==> src/rtl/shift_deser_pkg.sv <==
`default_nettype none
// ============================================================================
// Module   : shift_deser_pkg
// Purpose  : Shared defaults and types for the serial-to-parallel deserializer.
// Revision : 1.0 - initial release
// ============================================================================
package shift_deser_pkg;

  localparam int C_DEFAULT_WIDTH         = 16;
  localparam int C_DEFAULT_WORDS_PER_PKT = 82;
  localparam int C_OVF_CNT_W             = 8;

  typedef logic [C_OVF_CNT_W-1:0] ovf_count_t;

  localparam ovf_count_t C_OVF_CNT_MAX = '1;

endpackage
`default_nettype wire

==> src/rtl/shift_deser_sipo.sv <==
`default_nettype none
// ============================================================================
// Module   : shift_deser_sipo
// Purpose  : Serial-in/parallel-out bit assembler with selectable bit order.
// Revision : 1.0 - initial release
// ============================================================================
module shift_deser_sipo
  import shift_deser_pkg::*;
#(
  parameter int WIDTH     = C_DEFAULT_WIDTH,
  parameter int LSB_FIRST = 0
) (
  input  logic             clk_i,
  input  logic             reset_i,
  input  logic             i_shift,
  input  logic             i_clear,
  input  logic             i_data,
  output logic             o_complete,
  output logic [WIDTH-1:0] o_word
);

  localparam int                 C_CNT_W    = $clog2(WIDTH);
  localparam logic [C_CNT_W-1:0] C_LAST_BIT = C_CNT_W'(WIDTH - 1);

  // Only WIDTH-1 bits need storing: the final bit is taken straight from i_data.
  logic [WIDTH-2:0]   r_partial;
  logic [C_CNT_W-1:0] r_count;
  logic [WIDTH-1:0]   w_word;
  logic [WIDTH-2:0]   w_partial_next;
  logic               w_accept;

  assign w_accept   = i_shift & ~i_clear;
  assign o_complete = w_accept & (r_count == C_LAST_BIT);
  assign o_word     = w_word;

  generate
    if (LSB_FIRST != 0) begin : g_lsb_first
      assign w_word         = {i_data, r_partial};
      assign w_partial_next = w_word[WIDTH-1:1];
    end else begin : g_msb_first
      assign w_word         = {r_partial, i_data};
      assign w_partial_next = w_word[WIDTH-2:0];
    end
  endgenerate

  always_ff @(posedge clk_i or posedge reset_i) begin
    if (reset_i) begin
      r_partial <= '0;
      r_count   <= '0;
    end else if (i_clear) begin
      r_partial <= '0;
      r_count   <= '0;
    end else if (w_accept) begin
      if (o_complete) begin
        r_partial <= '0;
        r_count   <= '0;
      end else begin
        r_partial <= w_partial_next;
        r_count   <= r_count + 1'b1;
      end
    end
  end

endmodule
`default_nettype wire

==> src/rtl/shift_deserializer.sv <==
`default_nettype none
// ============================================================================
// Module   : shift_deserializer
// Purpose  : Serial bit stream to word stream with valid/ready hand-off,
//            packet framing (last_o) and overflow detection.
//            Optional SHIFT_DESER_OVF_CNT_EN adds a saturating ovf_count_o.
// Revision : 1.0 - initial release
// ============================================================================
module shift_deserializer
  import shift_deser_pkg::*;
#(
  parameter int width_p         = C_DEFAULT_WIDTH,
  parameter int lsb_first_p     = 0,
  parameter int words_per_pkt_p = C_DEFAULT_WORDS_PER_PKT
) (
  input  logic               clk_i,
  input  logic               reset_i,
  input  logic               data_i,
  input  logic               shift_i,
  input  logic               clear_i,
  output logic [width_p-1:0] data_o,
  output logic               valid_o,
  input  logic               ready_i,
  output logic               last_o,
  output logic               overflow_o
`ifdef SHIFT_DESER_OVF_CNT_EN
  ,
  output ovf_count_t         ovf_count_o
`endif
);

  generate
    if (width_p < 2) begin : g_bad_width
      $error("shift_deserializer: width_p must be >= 2");
    end
    if (words_per_pkt_p < 1) begin : g_bad_words
      $error("shift_deserializer: words_per_pkt_p must be >= 1");
    end
  endgenerate

  localparam int                 C_IDX_W    = (words_per_pkt_p > 1) ? $clog2(words_per_pkt_p) : 1;
  localparam logic [C_IDX_W-1:0] C_LAST_IDX = C_IDX_W'(words_per_pkt_p - 1);

  logic               w_complete;
  logic [width_p-1:0] w_word;
  logic               w_slot_free;
  logic               w_idx_is_last;

  logic [width_p-1:0] r_data;
  logic               r_valid;
  logic               r_last;
  logic               r_overflow;
  logic [C_IDX_W-1:0] r_word_idx;

  shift_deser_sipo #(
    .WIDTH     (width_p),
    .LSB_FIRST (lsb_first_p)
  ) u_sipo (
    .clk_i      (clk_i),
    .reset_i    (reset_i),
    .i_shift    (shift_i),
    .i_clear    (clear_i),
    .i_data     (data_i),
    .o_complete (w_complete),
    .o_word     (w_word)
  );

  assign w_slot_free   = ~r_valid | ready_i;
  assign w_idx_is_last = (r_word_idx == C_LAST_IDX);

  // Dropped words still consume an index so framing stays aligned to the stream.
  always_ff @(posedge clk_i or posedge reset_i) begin
    if (reset_i) begin
      r_word_idx <= '0;
    end else if (clear_i) begin
      r_word_idx <= '0;
    end else if (w_complete) begin
      r_word_idx <= w_idx_is_last ? '0 : r_word_idx + 1'b1;
    end
  end

  always_ff @(posedge clk_i or posedge reset_i) begin
    if (reset_i) begin
      r_data     <= '0;
      r_valid    <= 1'b0;
      r_last     <= 1'b0;
      r_overflow <= 1'b0;
    end else begin
      r_overflow <= 1'b0;
      if (w_complete) begin
        if (w_slot_free) begin
          r_data  <= w_word;
          r_last  <= w_idx_is_last;
          r_valid <= 1'b1;
        end else begin
          r_overflow <= 1'b1;
        end
      end else if (r_valid && ready_i) begin
        r_valid <= 1'b0;
      end
    end
  end

`ifdef SHIFT_DESER_OVF_CNT_EN
  ovf_count_t r_ovf_count;

  always_ff @(posedge clk_i or posedge reset_i) begin
    if (reset_i) begin
      r_ovf_count <= '0;
    end else if (w_complete && !w_slot_free && (r_ovf_count != C_OVF_CNT_MAX)) begin
      r_ovf_count <= r_ovf_count + 1'b1;
    end
  end

  assign ovf_count_o = r_ovf_count;
`endif

  assign data_o     = r_data;
  assign valid_o    = r_valid;
  assign last_o     = r_last;
  assign overflow_o = r_overflow;

endmodule
`default_nettype wire
==> config.mk <==
export PLATFORM = sky130hd
export DESIGN_NAME = shift_deserializer
export DESIGN_NICKNAME = d
export VERILOG_FILES = /design/src/rtl/shift_deser_pkg.sv /design/src/rtl/shift_deser_sipo.sv /design/src/rtl/shift_deserializer.sv
export SDC_FILE = /design/constraint.sdc
export NUM_CORES = 1
export LEC_CHECK = 0
export CAP_MARGIN = 40
export CORE_ASPECT_RATIO = 1.25
export CORE_UTILIZATION = 35
export DETAILED_ROUTE_END_ITERATION = 16
export PLACE_DENSITY = 0.54
export SLEW_MARGIN = 30
export SYNTH_ARGS = -nofsm -noshare
export SYNTH_HDL_FRONTEND = slang
export SYNTH_SLANG_ARGS = --single-unit
export TNS_END_PERCENT = 10
==> constraint.sdc <==
create_clock -name clk_i -period 4 [get_ports clk_i]
set_clock_uncertainty 0.05 [all_clocks]
set_input_delay 0.8 -clock clk_i [delete_from_list [all_inputs] [get_ports clk_i]]
set_output_delay 0.8 -clock clk_i [all_outputs]
set_load 0.01 [all_outputs]
==> impl_metrics.csv, run 1 <==
group,metric,value,unit
floorplanning,rows,29,
timing,maxSlewViolCount,0,
global_route,grt_pass1_wl,5890,um
clock_network,cts.sinks,45,
placement,dp_hpwl,2290,um
synthesis,syn_inst,139,
power_and_ir_drop,max-vdd-ir-drop,0.114,mV
routing,vias,1196,
routing,antenna_left,0,
synthesis,synth_fp_nets,148,
clock_network,cts_root_buffer,"clkbuf_8",
cells_and_area,mostFrequentLayoutCell,"dfrtp_1",
cells_and_area,num_antenna_cells,0,
synthesis,ys_seq_elements,45,
clock_network,h-tree-depth,2,
global_route,met3_usage,4.10,%
synthesis,syn_area_per_cell,13.4,um2
clock_network,cts_resized,0,
synthesis,synth_edf_count,0,
critical_path,worstReg2RegStart,"u_sipo.r_count[0]",
cells_and_area,final_nets,177,
global_route,gr-usage-met2,19.6,%
placement,finalWeightedCongestion,0.872,
timing,fmax,0.360,GHz
synthesis,ys_seq_area_share,60.4,%
timing,worst_pin_slew,0.835,ns
min_path,worstHoldEndpoint,"data_o[8]",
routing,drc_errors,0,
routing,vias_per_cell,5.18,
clock_network,clock_latency,0.29,ns
floorplanning,io_pins,25,
timing,rsz0062_at_grt,"false",
placement,dp_slack,0.888,ns
clock_network,cts_tree,"yes",
outcome,outcome,"completed",
routing,wirelength,3340,um
critical_path,cp.required,4.13,ns
timing,setup_viol,0,
synthesis,yosysTopAreaCellShare,60.4,%
min_path,holdCritStartpoint,"data_o[8]",
clock_network,cts_buffers,5,
synthesis,async_reset_ff_share,100,%
synthesis,synth_warnings,0,
timing,timing.final.crit_period,2.78,ns
routing,drt_first_pass_iters,5,
synthesis,synthesis.area,0.00186,mm2
global_route,grt_util_met1,19.1,%
power_and_ir_drop,finalPower,0.761,mW
floorplanning,die_w,67.3,um
critical_path,rr_worst_depth,5,
cells_and_area,areaGrowthSynthToFinish,21.0,%
floorplanning,start_util,36.4,%
clock_network,clk_path_buf_depth,2,
timing,period_share,69.5,%
cells_and_area,drive_above_1_share,13.6,%
critical_path,reg2reg_slack,1.70,ns
min_path,hold_class,"flip-flop to flip-flop",
critical_path,start_kind,"primary input",
floorplanning,dieArea,0.00562,mm2
floorplanning,dieHeight,83.6,um
synthesis,synthFlopType,"dfrtp_1",
critical_path,worstSetupPathType,"primary input to flip-flop",
global_route,antenna_found_initial,0,
global_route,overflow,0,
synthesis,synth_cell_types,35,
power_and_ir_drop,powerDensity,338,mW/mm2
floorplanning,core_area,0.00512,mm2
synthesis,yosys.area.top_type,"dfrtp_1",
timing,final.setup.tns,0,ns
timing,hold_viol_final,0,
global_route,grt_pass1_vias,1267,
min_path,hold_depth,1,
clock_network,hold_buffers,0,
placement,numPortBuffers,24,
critical_path,crit_path_end_kind,"flip-flop",
timing,setup_ws,1.22,ns
routing,wire_per_inst,14.4,um
critical_path,critPathMaxFanout,17,
cells_and_area,layout_common_cells,"dfrtp_1 (45), clkdlybuf4s50_1 (24), a22o_1 (15), mux2_1 (9)",
global_route,track_usage,13.9,%
power_and_ir_drop,p_leak,1.04,nW
synthesis,synth.area.top_cells,"dfrtp_1 (60%), a22o_1 (7.1%), mux2_1 (5.4%)",
clock_network,clkTransAtPathRegs,0.08,ns
routing,first_iter_violations,65,
job,drv_cap,0,
global_route,busiest_layer,"met2",
global_route,grt_max_degree,30,
clock_network,post_cts_buffers,0,
critical_path,r2r_end,"data_o[12]",
cells_and_area,final_util,44.0,%
timing,max_slew_margin,44.3,%
critical_path,worstPathArrival,2.91,ns
worst max-delay path: stages:
cell and delay [ns]:
clkdlybuf4s50_1 0.65, nand4_4 0.20, nor2_4 0.15, and2_1 0.69, mux2_2 0.42
metal layers:
metal | routed length [um] | vias up
li1 | - | 558
met1 | 1570 | 611
met2 | 1580 | 20
met3 | 128 | 7
met4 | 59 | 0
met5 | 0 | -
area by class of cell:
| class | count | area (um2) |
|---|---|---|
| fill | 460 | 2860 |
| sequential | 45 | 1130 |
| multi-input combinational | 83 | 678 |
| timing repair buffer | 28 | 270 |
| tap | 62 | 77.6 |
| clock buffer | 6 | 72.6 |
| inverter | 5 | 18.8 |
| clock inverter | 2 | 10.0 |
stage by stage:
stage,area (um2),instances,hold WS (ns)
2_1_floorplan,1860,139,0.415
3_3_place_gp,2170,223,0.416
3_5_place_dp,2170,223,0.428
4_1_cts,2250,231,0.447
5_1_grt,2250,231,0.478
6_report,2250,231,0.438
kinds of logic (layout without fill, tap and decap cells):
kind of cell	after synthesis	after routing	synth area share [%]
AO/OA/AOI/OAI	25	25	10.9
multiplexers	20	20	11.9
XOR/XNOR	3	3	1.41
adder cells (fa/ha/maj)	3	3	2.01
flip-flops	45	45	60.4
AND/OR/NAND/NOR	32	32	10.1
buffers and inverters	11	41	3.16
synthesized netlist by cell type, types with 3 or more instances:
cell type,instances
mux2_1,9
ha_1,3
nand2b_1,3
mux2_2,8
dfrtp_1,45
nor2_1,8
mux2i_1,3
inv_1,5
nand2_1,6
a22o_1,15
registers in the layout, indices dropped and copies added, names as in the netlist:
register and flops:
data_o 16, last_o 1, r_word_idx 7, overflow_o 1, u_sipo.r_count 4, valid_o 1, u_sipo.r_partial 15
power breakdown:
group | total, mW | switching [mW] | internal (mW)
clock | 0.269 | 0.147 | 0.121
combinational | 0.0323 | 0.0206 | 0.0118
sequential | 0.460 | 0.00275 | 0.457
worst max path at each step:
stage | end | cells after the start | slack, ns | from
2_1_floorplan | data_o[10] | 7 | 1.88 | shift_i
3_3_place_gp | data_o[2] | 5 | 0.99 | shift_i
3_5_place_dp | data_o[12] | 5 | 0.89 | shift_i
4_1_cts | data_o[12] | 5 | 1.21 | shift_i
5_1_grt | data_o[12] | 5 | 1.12 | shift_i
6_report | data_o[12] | 5 | 1.22 | shift_i
(Power assumes the default switching activity.)
==> inputs of run 2 (changes only) <==
==> constraint.sdc (replaced) <==
create_clock -name clk_i -period 2.8 [get_ports clk_i]
set_clock_uncertainty 0.05 [all_clocks]
set_input_delay 0.56 -clock clk_i [delete_from_list [all_inputs] [get_ports clk_i]]
set_output_delay 0.56 -clock clk_i [all_outputs]
set_load 0.01 [all_outputs]
==> run 2 against run 1 <==
Net effect:
- largest power group unchanged
- register-to-register slack got worse by 0.82 ns
- non-clock buffer count increased by 2
- first-iteration DRC count decreased by 20%
- die area unchanged
- largest cell class unchanged
- highest routed layer unchanged
- combinational power increased by 57%
- utilization increased by 1.8 points
- critical path depth increased by 1
- routed wire length increased by 0.36%
- setup slack got worse by 0.59 ns
- design area increased by 4.0%
- cell count increased by 0.87%
==> impl_metrics.csv, run 2 (synthesis results as in run 1) <==
group,metric,value,unit
outcome,outcome,"completed",
timing,maxSlewViolCount,0,
global_route,grt_max_degree,27,
floorplanning,dieHeight,83.6,um
critical_path,reg2reg_slack,0.88,ns
placement,place_inst,224,
clock_network,cts_resized,0,
clock_network,post_cts_buffers,0,
clock_network,clock_latency,0.30,ns
critical_path,worstSetupPathType,"primary input to flip-flop",
power_and_ir_drop,p_sw,0.260,mW
power_and_ir_drop,max-vdd-ir-drop,0.226,mV
clock_network,cts_buffers,5,
power_and_ir_drop,p_leak,1.09,nW
clock_network,cts_tree,"yes",
critical_path,cp.required,2.93,ns
job,drv_cap,0,
global_route,overflow,0,
timing,worst_pin_slew,0.399,ns
global_route,grt_pass1_wl,6020,um
routing,antenna_left,0,
critical_path,r2r_end,"data_o[13]",
global_route,track_usage,14.2,%
power_and_ir_drop,p_int,1.03,mW
clock_network,cts_root_buffer,"clkbuf_8",
cells_and_area,nFillCells,453,
floorplanning,dieArea,0.00562,mm2
routing,wirelength,3350,um
cells_and_area,final_area,0.00234,mm2
power_and_ir_drop,p_comb_share,3.9,%
clock_network,hold_buffers,0,
routing,drt_first_pass_iters,4,
power_and_ir_drop,powerDensity,552,mW/mm2
floorplanning,core_area,0.00512,mm2
floorplanning,io_pins,25,
routing,vias_per_cell,5.17,
min_path,hold_class,"primary input to async pin",
cells_and_area,stdcell_count,233,
timing,fmax,0.462,GHz
power_and_ir_drop,seqPwrFrac,50.8,%
timing,final.setup.tns,0,ns
placement,place_area,0.00219,mm2
floorplanning,start_util,36.4,%
critical_path,worstReg2RegStart,"u_sipo.r_count[0]",
timing,period_share,77.4,%
placement,dp_slack,0.289,ns
routing,drc_errors,0,
cells_and_area,areaGrowthSynthToFinish,25.8,%
cells_and_area,regArea,0.00113,mm2
clock_network,clk_path_buf_depth,2,
routing,vias,1204,
routing,first_iter_violations,52,
cells_and_area,largest_reg_flops,16,
critical_path,worstPathArrival,2.30,ns
clock_network,clkTransAtPathRegs,0.08,ns
placement,dp_hpwl,2350,um
cells_and_area,final_nets,179,
critical_path,rr_worst_depth,6,
critical_path,critPathMaxFanout,17,
floorplanning,rows,29,
timing,setup_viol,0,
critical_path,start_kind,"primary input",
routing,wire_per_inst,14.4,um
clock_network,h-tree-depth,2,
cells_and_area,final_util,45.8,%
floorplanning,die_w,67.3,um
power_and_ir_drop,swShare,20.1,%
global_route,antenna_found_initial,0,
cells_and_area,layout_common_cells,"dfrtp_1 (45), clkdlybuf4s50_1 (24), a22o_1 (15), mux2_1 (9)",
power_and_ir_drop,p_clk_share,45.2,%
cells_and_area,multi_input_area,678,um2
timing,rsz0062_at_grt,"false",
timing,max_slew_margin,73.3,%
cells_and_area,mostFrequentLayoutCell,"dfrtp_1",
cells_and_area,drive_above_1_share,15.2,%
timing,hold_viol_final,0,
clock_network,cts.sinks,45,
global_route,grt_pass1_vias,1235,
placement,finalWeightedCongestion,0.862,
critical_path,crit_path_end_kind,"flip-flop",
timing,timing.final.crit_period,2.17,ns
timing,setup_ws,0.633,ns
cells_and_area,num_antenna_cells,0,
placement,numPortBuffers,24,
## run 2: changes by cell type in the layout (fill, tap and decap cells not counted), sizes merged
cell and delta:
buf +2, bufinv +2, clkbuf -1, inv +1, clkinv -2
## run 2: metrics by stage
step | hold WS, ns | power, mW
CTS | 0.444 | 1.31
global placement | 0.417 | 0.717
global route | 0.387 | 1.36
detailed placement | 0.424 | 0.720
floorplan | 0.415 | 0.698
finish | 0.397 | 1.29
## run 2: layout make-up
class | count | share of cell area (%)
Inverter | 5 | 0.801
Multi-Input combinational cell | 83 | 28.9
Timing Repair Buffer | 30 | 13.0
Clock buffer | 5 | 2.94
Clock inverter | 3 | 2.94
Tap cell | 62 | 3.31
Sequential cell | 45 | 48.1
## run 2: worst max-delay path, cell delays in order
cell and delay [ns]:
clkdlybuf4s50_1 0.65, nand4_4 0.18, nor2_4 0.15, and2_1 0.13, buf_4 0.24, mux2_2 0.37
## run 2: power by group through the flow
stage	clock network [mW]	logic [mW]	registers [mW]
2_1_floorplan	0	0.0284	0.669
3_3_place_gp	0	0.0471	0.670
3_5_place_dp	0	0.0500	0.670
4_1_cts	0.607	0.0499	0.658
5_1_grt	0.640	0.0573	0.658
6_report	0.585	0.0508	0.657
## run 2: worst max-delay path by stage
stage | from | to | slack, ns | cells past startpoint
5_1_grt | shift_i | data_o[13] | 0.51 | 6
3_5_place_dp | shift_i | data_o[13] | 0.29 | 6
4_1_cts | shift_i | data_o[13] | 0.62 | 6
3_3_place_gp | shift_i | data_o[13] | 0.32 | 6
6_report | shift_i | data_o[13] | 0.63 | 6
2_1_floorplan | shift_i | data_o[10] | 0.92 | 7
## run 2: metal layers
layer  wire length [um]  track usage [%]  part of all wire (%)  vias to the layer above
met5                  0                0                     0                        -
met4                 64             5.80                   1.9                        0
met3                 96             3.83                   2.9                        7
met2               1690             22.5                    50                       22
met1               1500             18.0                    45                      609
li1                   -                -                     -                      566
